[src/rtl/spi_read_stream_if.sv]
// SPI pin bundle plus the read-word valid/ready stream of spi_read_stream.
interface spi_read_stream_if #(
  parameter int DATA_WIDTH = 8
);
  logic                  serial_in;
  logic                  serial_out;
  logic                  spi_clk_en;
  logic                  cs_n;
  logic [DATA_WIDTH-1:0] data_out;
  logic                  data_valid;
  logic                  data_ready;

  modport master (
    input  serial_in, data_ready,
    output serial_out, spi_clk_en, cs_n, data_out, data_valid
  );

  modport slave (
    output serial_in, data_ready,
    input  serial_out, spi_clk_en, cs_n, data_out, data_valid
  );
endinterface

[src/rtl/spi_read_stream.sv]
// SPI read master: shifts out a register address, then streams N words out on
// valid/ready, pausing the SPI clock whenever the output slot is still occupied.
module spi_read_stream #(
  parameter int ADDR_WIDTH  = 8,
  parameter int DATA_WIDTH  = 8,
  parameter int COUNT_WIDTH = 8,
  parameter bit LSB_FIRST   = 1'b0
) (
  input  logic                   clk,
  input  logic                   rstn,
  input  logic                   new_command,
  input  logic                   is_write,
  input  logic [COUNT_WIDTH-1:0] num_regs_to_read,
  input  logic [ADDR_WIDTH-1:0]  start_read_register_addr,
  input  logic                   abort,
  output logic                   busy,
  output logic                   done,
  output logic                   aborted,
  output logic [COUNT_WIDTH-1:0] words_read,
  spi_read_stream_if.master      bus
);
  localparam int MAX_W = (ADDR_WIDTH > DATA_WIDTH) ? ADDR_WIDTH : DATA_WIDTH;
  localparam int BIT_W = $clog2(MAX_W + 1);
  localparam logic [BIT_W-1:0] ADDR_LAST = BIT_W'(ADDR_WIDTH - 1);
  localparam logic [BIT_W-1:0] DATA_LAST = BIT_W'(DATA_WIDTH - 1);

  typedef enum logic [2:0] {IDLE, ADDR, READ, STALL, DONE} state_t;
  state_t state, state_nxt;

  logic                   cmd_prev;
  logic [BIT_W-1:0]       bit_cnt;
  logic [ADDR_WIDTH-1:0]  addr_sr;
  logic [DATA_WIDTH-1:0]  data_sr;
  logic [COUNT_WIDTH-1:0] num_lat;
  logic                   abort_flag;

  logic                   start;
  logic                   slot_free;
  logic                   word_done;
  logic                   last_word;
  logic                   take_abort;
  logic                   load_word;
  logic [DATA_WIDTH-1:0]  word_in;

  function automatic logic [DATA_WIDTH-1:0] shift_in(input logic [DATA_WIDTH-1:0] sr,
                                                     input logic b);
    if (LSB_FIRST) return {b, sr[DATA_WIDTH-1:1]};
    else           return {sr[DATA_WIDTH-2:0], b};
  endfunction

  function automatic logic [ADDR_WIDTH-1:0] shift_out(input logic [ADDR_WIDTH-1:0] sr);
    if (LSB_FIRST) return sr >> 1;
    else           return sr << 1;
  endfunction

  assign start      = new_command && !cmd_prev && !is_write;
  assign slot_free  = !bus.data_valid || bus.data_ready;
  assign word_done  = (state == READ) && (bit_cnt == DATA_LAST);
  assign last_word  = (words_read + COUNT_WIDTH'(1)) == num_lat;
  // Abort outranks a word completing in the same cycle, so that word is dropped.
  assign take_abort = abort && (state inside {ADDR, READ, STALL});
  assign load_word  = !take_abort && slot_free && (word_done || state == STALL);
  assign word_in    = shift_in(data_sr, bus.serial_in);

  always_ff @(posedge clk or negedge rstn) begin
    if (!rstn) state <= IDLE;
    else       state <= state_nxt;
  end

  always_comb begin
    state_nxt = state;
    case (state)
      IDLE:  if (start) state_nxt = (num_regs_to_read == '0) ? DONE : ADDR;
      ADDR:  if (take_abort) state_nxt = DONE;
             else if (bit_cnt == ADDR_LAST) state_nxt = READ;
      READ:  if (take_abort) state_nxt = DONE;
             else if (word_done) state_nxt = slot_free ? (last_word ? DONE : READ) : STALL;
      STALL: if (take_abort) state_nxt = DONE;
             else if (slot_free) state_nxt = last_word ? DONE : READ;
      DONE:  state_nxt = IDLE;
      default: state_nxt = IDLE;
    endcase
  end

  always_comb begin
    bus.serial_out = 1'b0;
    bus.spi_clk_en = 1'b0;
    bus.cs_n       = 1'b1;
    busy           = (state != IDLE);
    done           = 1'b0;
    aborted        = 1'b0;
    case (state)
      ADDR: begin
        bus.serial_out = LSB_FIRST ? addr_sr[0] : addr_sr[ADDR_WIDTH-1];
        bus.spi_clk_en = 1'b1;
        bus.cs_n       = 1'b0;
      end
      READ: begin
        bus.spi_clk_en = 1'b1;
        bus.cs_n       = 1'b0;
      end
      STALL: bus.cs_n = 1'b0;
      DONE: begin
        done    = 1'b1;
        aborted = abort_flag;
      end
      default: ;
    endcase
  end

  always_ff @(posedge clk or negedge rstn) begin
    if (!rstn) begin
      cmd_prev       <= 1'b0;
      bit_cnt        <= '0;
      addr_sr        <= '0;
      data_sr        <= '0;
      num_lat        <= '0;
      abort_flag     <= 1'b0;
      bus.data_out   <= '0;
      bus.data_valid <= 1'b0;
      words_read     <= '0;
    end else begin
      cmd_prev <= new_command;

      // A load in the same cycle as a handshake keeps data_valid high.
      if (load_word) begin
        bus.data_out   <= (state == STALL) ? data_sr : word_in;
        bus.data_valid <= 1'b1;
        words_read     <= words_read + COUNT_WIDTH'(1);
      end else if (bus.data_ready) begin
        bus.data_valid <= 1'b0;
      end

      case (state)
        IDLE: if (start) begin
          num_lat    <= num_regs_to_read;
          addr_sr    <= start_read_register_addr;
          words_read <= '0;
          abort_flag <= 1'b0;
          bit_cnt    <= '0;
        end
        ADDR: begin
          addr_sr <= shift_out(addr_sr);
          bit_cnt <= (bit_cnt == ADDR_LAST) ? '0 : bit_cnt + BIT_W'(1);
        end
        // STALL keeps data_sr frozen, so no bit is lost while the clock is gated.
        READ: if (!take_abort) begin
          data_sr <= word_in;
          bit_cnt <= word_done ? '0 : bit_cnt + BIT_W'(1);
        end
        default: ;
      endcase

      if (take_abort) abort_flag <= 1'b1;
    end
  end
endmodule

[src/flat_wrapper.sv]
// flat-port wrapper written by rule: the top's interface ports become plain ports
module spi_read_stream_flat 
#(
  parameter int ADDR_WIDTH  = 8,
  parameter int DATA_WIDTH  = 8,
  parameter int COUNT_WIDTH = 8,
  parameter bit LSB_FIRST   = 1'b0
)
  (clk, rstn, new_command, is_write, num_regs_to_read, start_read_register_addr, abort, busy, done, aborted, words_read, bus_serial_in, bus_data_ready, bus_serial_out, bus_spi_clk_en, bus_cs_n, bus_data_out, bus_data_valid);
  spi_read_stream_if #(.DATA_WIDTH(DATA_WIDTH)) bus_i ();
  input  logic clk;
  input  logic rstn;
  input  logic new_command;
  input  logic is_write;
  input  logic [COUNT_WIDTH-1:0] num_regs_to_read;
  input  logic [ADDR_WIDTH-1:0] start_read_register_addr;
  input  logic abort;
  output logic busy;
  output logic done;
  output logic aborted;
  output logic [COUNT_WIDTH-1:0] words_read;
  input wire logic [$bits(bus_i.serial_in)-1:0] bus_serial_in;
  input wire logic [$bits(bus_i.data_ready)-1:0] bus_data_ready;
  output wire logic [$bits(bus_i.serial_out)-1:0] bus_serial_out;
  output wire logic [$bits(bus_i.spi_clk_en)-1:0] bus_spi_clk_en;
  output wire logic [$bits(bus_i.cs_n)-1:0] bus_cs_n;
  output wire logic [$bits(bus_i.data_out)-1:0] bus_data_out;
  output wire logic [$bits(bus_i.data_valid)-1:0] bus_data_valid;
  assign bus_i.serial_in = bus_serial_in;
  assign bus_i.data_ready = bus_data_ready;
  assign bus_serial_out = bus_i.serial_out;
  assign bus_spi_clk_en = bus_i.spi_clk_en;
  assign bus_cs_n = bus_i.cs_n;
  assign bus_data_out = bus_i.data_out;
  assign bus_data_valid = bus_i.data_valid;
  spi_read_stream #(.ADDR_WIDTH(ADDR_WIDTH), .DATA_WIDTH(DATA_WIDTH), .COUNT_WIDTH(COUNT_WIDTH), .LSB_FIRST(LSB_FIRST)) u_core (.clk(clk), .rstn(rstn), .new_command(new_command), .is_write(is_write), .num_regs_to_read(num_regs_to_read), .start_read_register_addr(start_read_register_addr), .abort(abort), .busy(busy), .done(done), .aborted(aborted), .words_read(words_read), .bus(bus_i));
endmodule
[config.mk]
export PLATFORM = sky130hd
export DESIGN_NAME = spi_read_stream_flat
export DESIGN_NICKNAME = d
export VERILOG_FILES = /design/src/rtl/spi_read_stream_if.sv /design/src/rtl/spi_read_stream.sv /design/src/flat_wrapper.sv
export SDC_FILE = /design/constraint.sdc
export NUM_CORES = 1
export LEC_CHECK = 0
export CORE_AREA = 5 5 95 70
export DETAILED_ROUTE_END_ITERATION = 10
export DIE_AREA = 0 0 100 75
export PLACE_DENSITY = 0.71
export SLEW_MARGIN = 20
export SYNTH_ARGS = -nofsm -noshare
export SYNTH_HDL_FRONTEND = slang
export SYNTH_SLANG_ARGS = --single-unit
[constraint.sdc]
create_clock -name clk -period 1.9 [get_ports clk]
set_input_delay 0.38 -clock clk [delete_from_list [all_inputs] [get_ports clk]]
set_output_delay 0.38 -clock clk [all_outputs]
set_load 0.05 [all_outputs]
==> flow_summary.toml <==
[power_and_ir_drop]
powerDensity_nw_per_um2 = 947
ir_drop_mv = 0.875
leakage_nw = 1.66
power.total_mw = 3.38

[synthesis]
synth_xor_area_share_pct = 4.12
synth.largest_area_cell = "dfrtp_1"
synth_compound_area_share_pct = 12.3
syn-instance-count = 264
synth_top_area_share_pct = 49.1
synth_adder_area_share_pct = 0.981
yosys.area_share.simple_pct = 20.2
synth_mux_area_share_pct = 9.81
ys_ff_latch = 50
ys_warn_count = 0
yosysSeqAreaShare_pct = 49.1
synth.distinct_cells = 50
syn_area_per_cell_um2 = 9.66
synth_flop_cell = "dfrtp_1"
synth_nets = 289
async_reset_ff_share_pct = 100
synth_edf_count = 0
synth_area_leaders = "dfrtp_1, nand2_1, mux2i_1, o21ai_0, mux2_2"
syn_area_um2 = 2550
synth_top_family_by_area = "simple AND/OR/NAND/NOR gates"

[clock_tree]
path_clk_slew_ps = 90
clockBufferDepth = 2
numCtsBuffers = 5
cts-root-buf = "clkbuf_8"
cts.sink_count = 50
cts_tree = "yes"
htreeDepth = 2
worst_skew_pair.late_latency_ps = 310

[sta]
min_period_ps = 1880
hold_ws_ps = 483
rsz0062_at_grt = "true"
fin_ws_ps = 18.1
fmax_mhz = 531
finalCritPeriodShare_pct = 99.0
slew_headroom_pct = 66.2
hold_viol = 0
slew_viol_final = 0
skew_ps = 6.95
final-setup-viol-count = 0
setup_tns_ps = 0
worst_pin_slew_ps = 505

[floorplan]
initial_core_util_pct = 45.4
dieArea_um2 = 7500
dieWidth_um = 100
io_pins = 46
fp.coreArea_um2 = 5610
die_height_um = 75
row_count = 23

[placement]
gp_congestion = 0.834
place_area_um2 = 3330
port_buffers = 45
dp_hpwl_um = 4400
post-place-cells = 401
place_ws_ps = -180

[route]
drt-vias-per-instance = 5.16
dr_total_vias = 2148
drt_wl_total_um = 6110
wire_per_inst_um = 14.7
drt-initial-drc-count = 114
route.detailed.drc = 0
first_pass_iters = 4
antenna_left = 0

[critical_path]
cp_max_fo = 6
r2r_slack_ps = 30
cp_data_required_time_ps = 1520
crit_path_start_kind = "register"
worstSetupPathType = "reg2out"
r2r_cells = 6
end_kind = "output port"
critPathArrivalTime_ps = 1500

[layout]
post-route-cell-area_um2 = 3570
post-route-util_pct = 63.6
area_growth_pct = 40.0
drive_gt1_share_pct = 30.2
layout.nets = 365
layoutNonFillerInstCount = 416
antennaDiodeCount = 0

[global_routing]
grt_usage_pct = 17.0
grt_max_degree = 38
grt_overflow_total = 0
grt_pass1_vias = 2022
antenna_found_initial = 0
grt_first_pass_wirelength_um = 9930

[hold_path]
holdPathStages = 2
hold_path_class = "reg2reg"

[run_status]
run_status = "complete, no violations"

[flow_run]
maxCapViolCount = 0
==> per-layer routing <==
layer | routed length, µm | track usage [%]
met1 | 3010 | 24.8
met2 | 2650 | 24.5
met3 | 364 | 4.63
met4 | 85 | 5.98
met5 | 0 | 0
==> critical path: stages (launching register included) <==
cell and delay [ps]:
dfrtp_2 490, nand2b_2 270, nor2_2 140, and2_4 170, buf_12 130
==> placed cells by master (no fill, tap or decap), types with 2 or more instances in the layout <==
cell / instances
nand3b_1: 2
clkdlybuf4s50_1: 24
o21ai_0: 25
a21oi_1: 6
nor3b_1: 2
nand2_1: 55
nor3_1: 3
buf_6: 2
inv_1: 6
mux2_2: 8
nor3_2: 3
nand3_2: 3
buf_12: 8
clkbuf_8: 5
nor2_1: 8
nor4_1: 2
nand2b_1: 2
mux2i_1: 16
xnor2_1: 8
nor2_2: 3
o22ai_1: 3
dfrtp_2: 6
and3_1: 2
nand3_1: 2
xor2_1: 4
dfrtp_1: 44
or3_1: 5
buf_4: 43
==> where the power goes <==
part / internal [mW] / switching, mW / leakage, nW
clock: 0.261 / 0.360 / 0.0452
sequential: 1.27 / 0.177 / 0.660
combinational: 0.623 / 0.695 / 0.952
==> what timing repair did <==
item	CTS	global route
endpoints found under the hold margin	13	0
hold buffers	1	0
endpoints found under the setup margin	4	10
pin swaps	0	2
resized for setup	10	14
setup buffers	1	5
==> cell type report <==
class / count / area [µm²]
multi-input combinational: 195 / 1330
inverter: 7 / 26.3
fill: 472 / 2040
clock buffer: 6 / 72.6
tap: 75 / 93.8
sequential: 50 / 1260
clock inverter: 2 / 13.8
timing repair buffer: 81 / 778
==> state kept, by name, summed over array words and instances (netlist names) <==
signal                 count
u_core.addr_sr             8
u_core.cmd_prev            1
u_core.data_sr             8
u_core.num_lat             8
u_core.bit_cnt             4
u_core.bus.data_out        8
u_core.state               3
u_core.abort_flag          1
u_core.words_read          8
u_core.bus.data_valid      1
==> cell families after synthesis <==
family | Yosys count
mux | 24
simple gates | 106
fa+ha+maj | 2
compound gates | 51
buf+inv | 19
xor+xnor | 12
flops | 50
==> final timing paths <==
| path | startpoint | end |
|---|---|---|
| hold / removal | u_core.bus.data_out[0]$_DFFE_PN0N_ | u_core.bus.data_out[0]$_DFFE_PN0N_ |
| max in group asynchronous | rstn | u_core.state[1]$_DFFE_PN0P_ |
| min in group asynchronous | rstn | u_core.words_read[4]$_DFF_PN0_ |
| setup reg to reg | u_core.words_read[1]$_DFF_PN0_ | u_core.state[2]$_DFFE_PN0P_ |
| setup / recovery | u_core.state[1]$_DFFE_PN0P_ | bus_serial_out |
| hold reg to reg | u_core.bus.data_out[0]$_DFFE_PN0N_ | u_core.bus.data_out[0]$_DFFE_PN0N_ |
==> cell usage after synthesis, types with 3 or more instances <==
library cell,instances
nand2_1,55
dfrtp_1,50
o21ai_0,26
mux2i_1,16
nor2_1,10
a21oi_1,8
mux2_2,8
xnor2_1,8
inv_1,7
nor3_1,6
clkbuf_1,5
or3_1,5
nand2b_1,4
nand3_1,4
xor2_1,4
and3_1,3
buf_2,3
o22ai_1,3
Note: power is estimated with default switching activity, not from simulation.
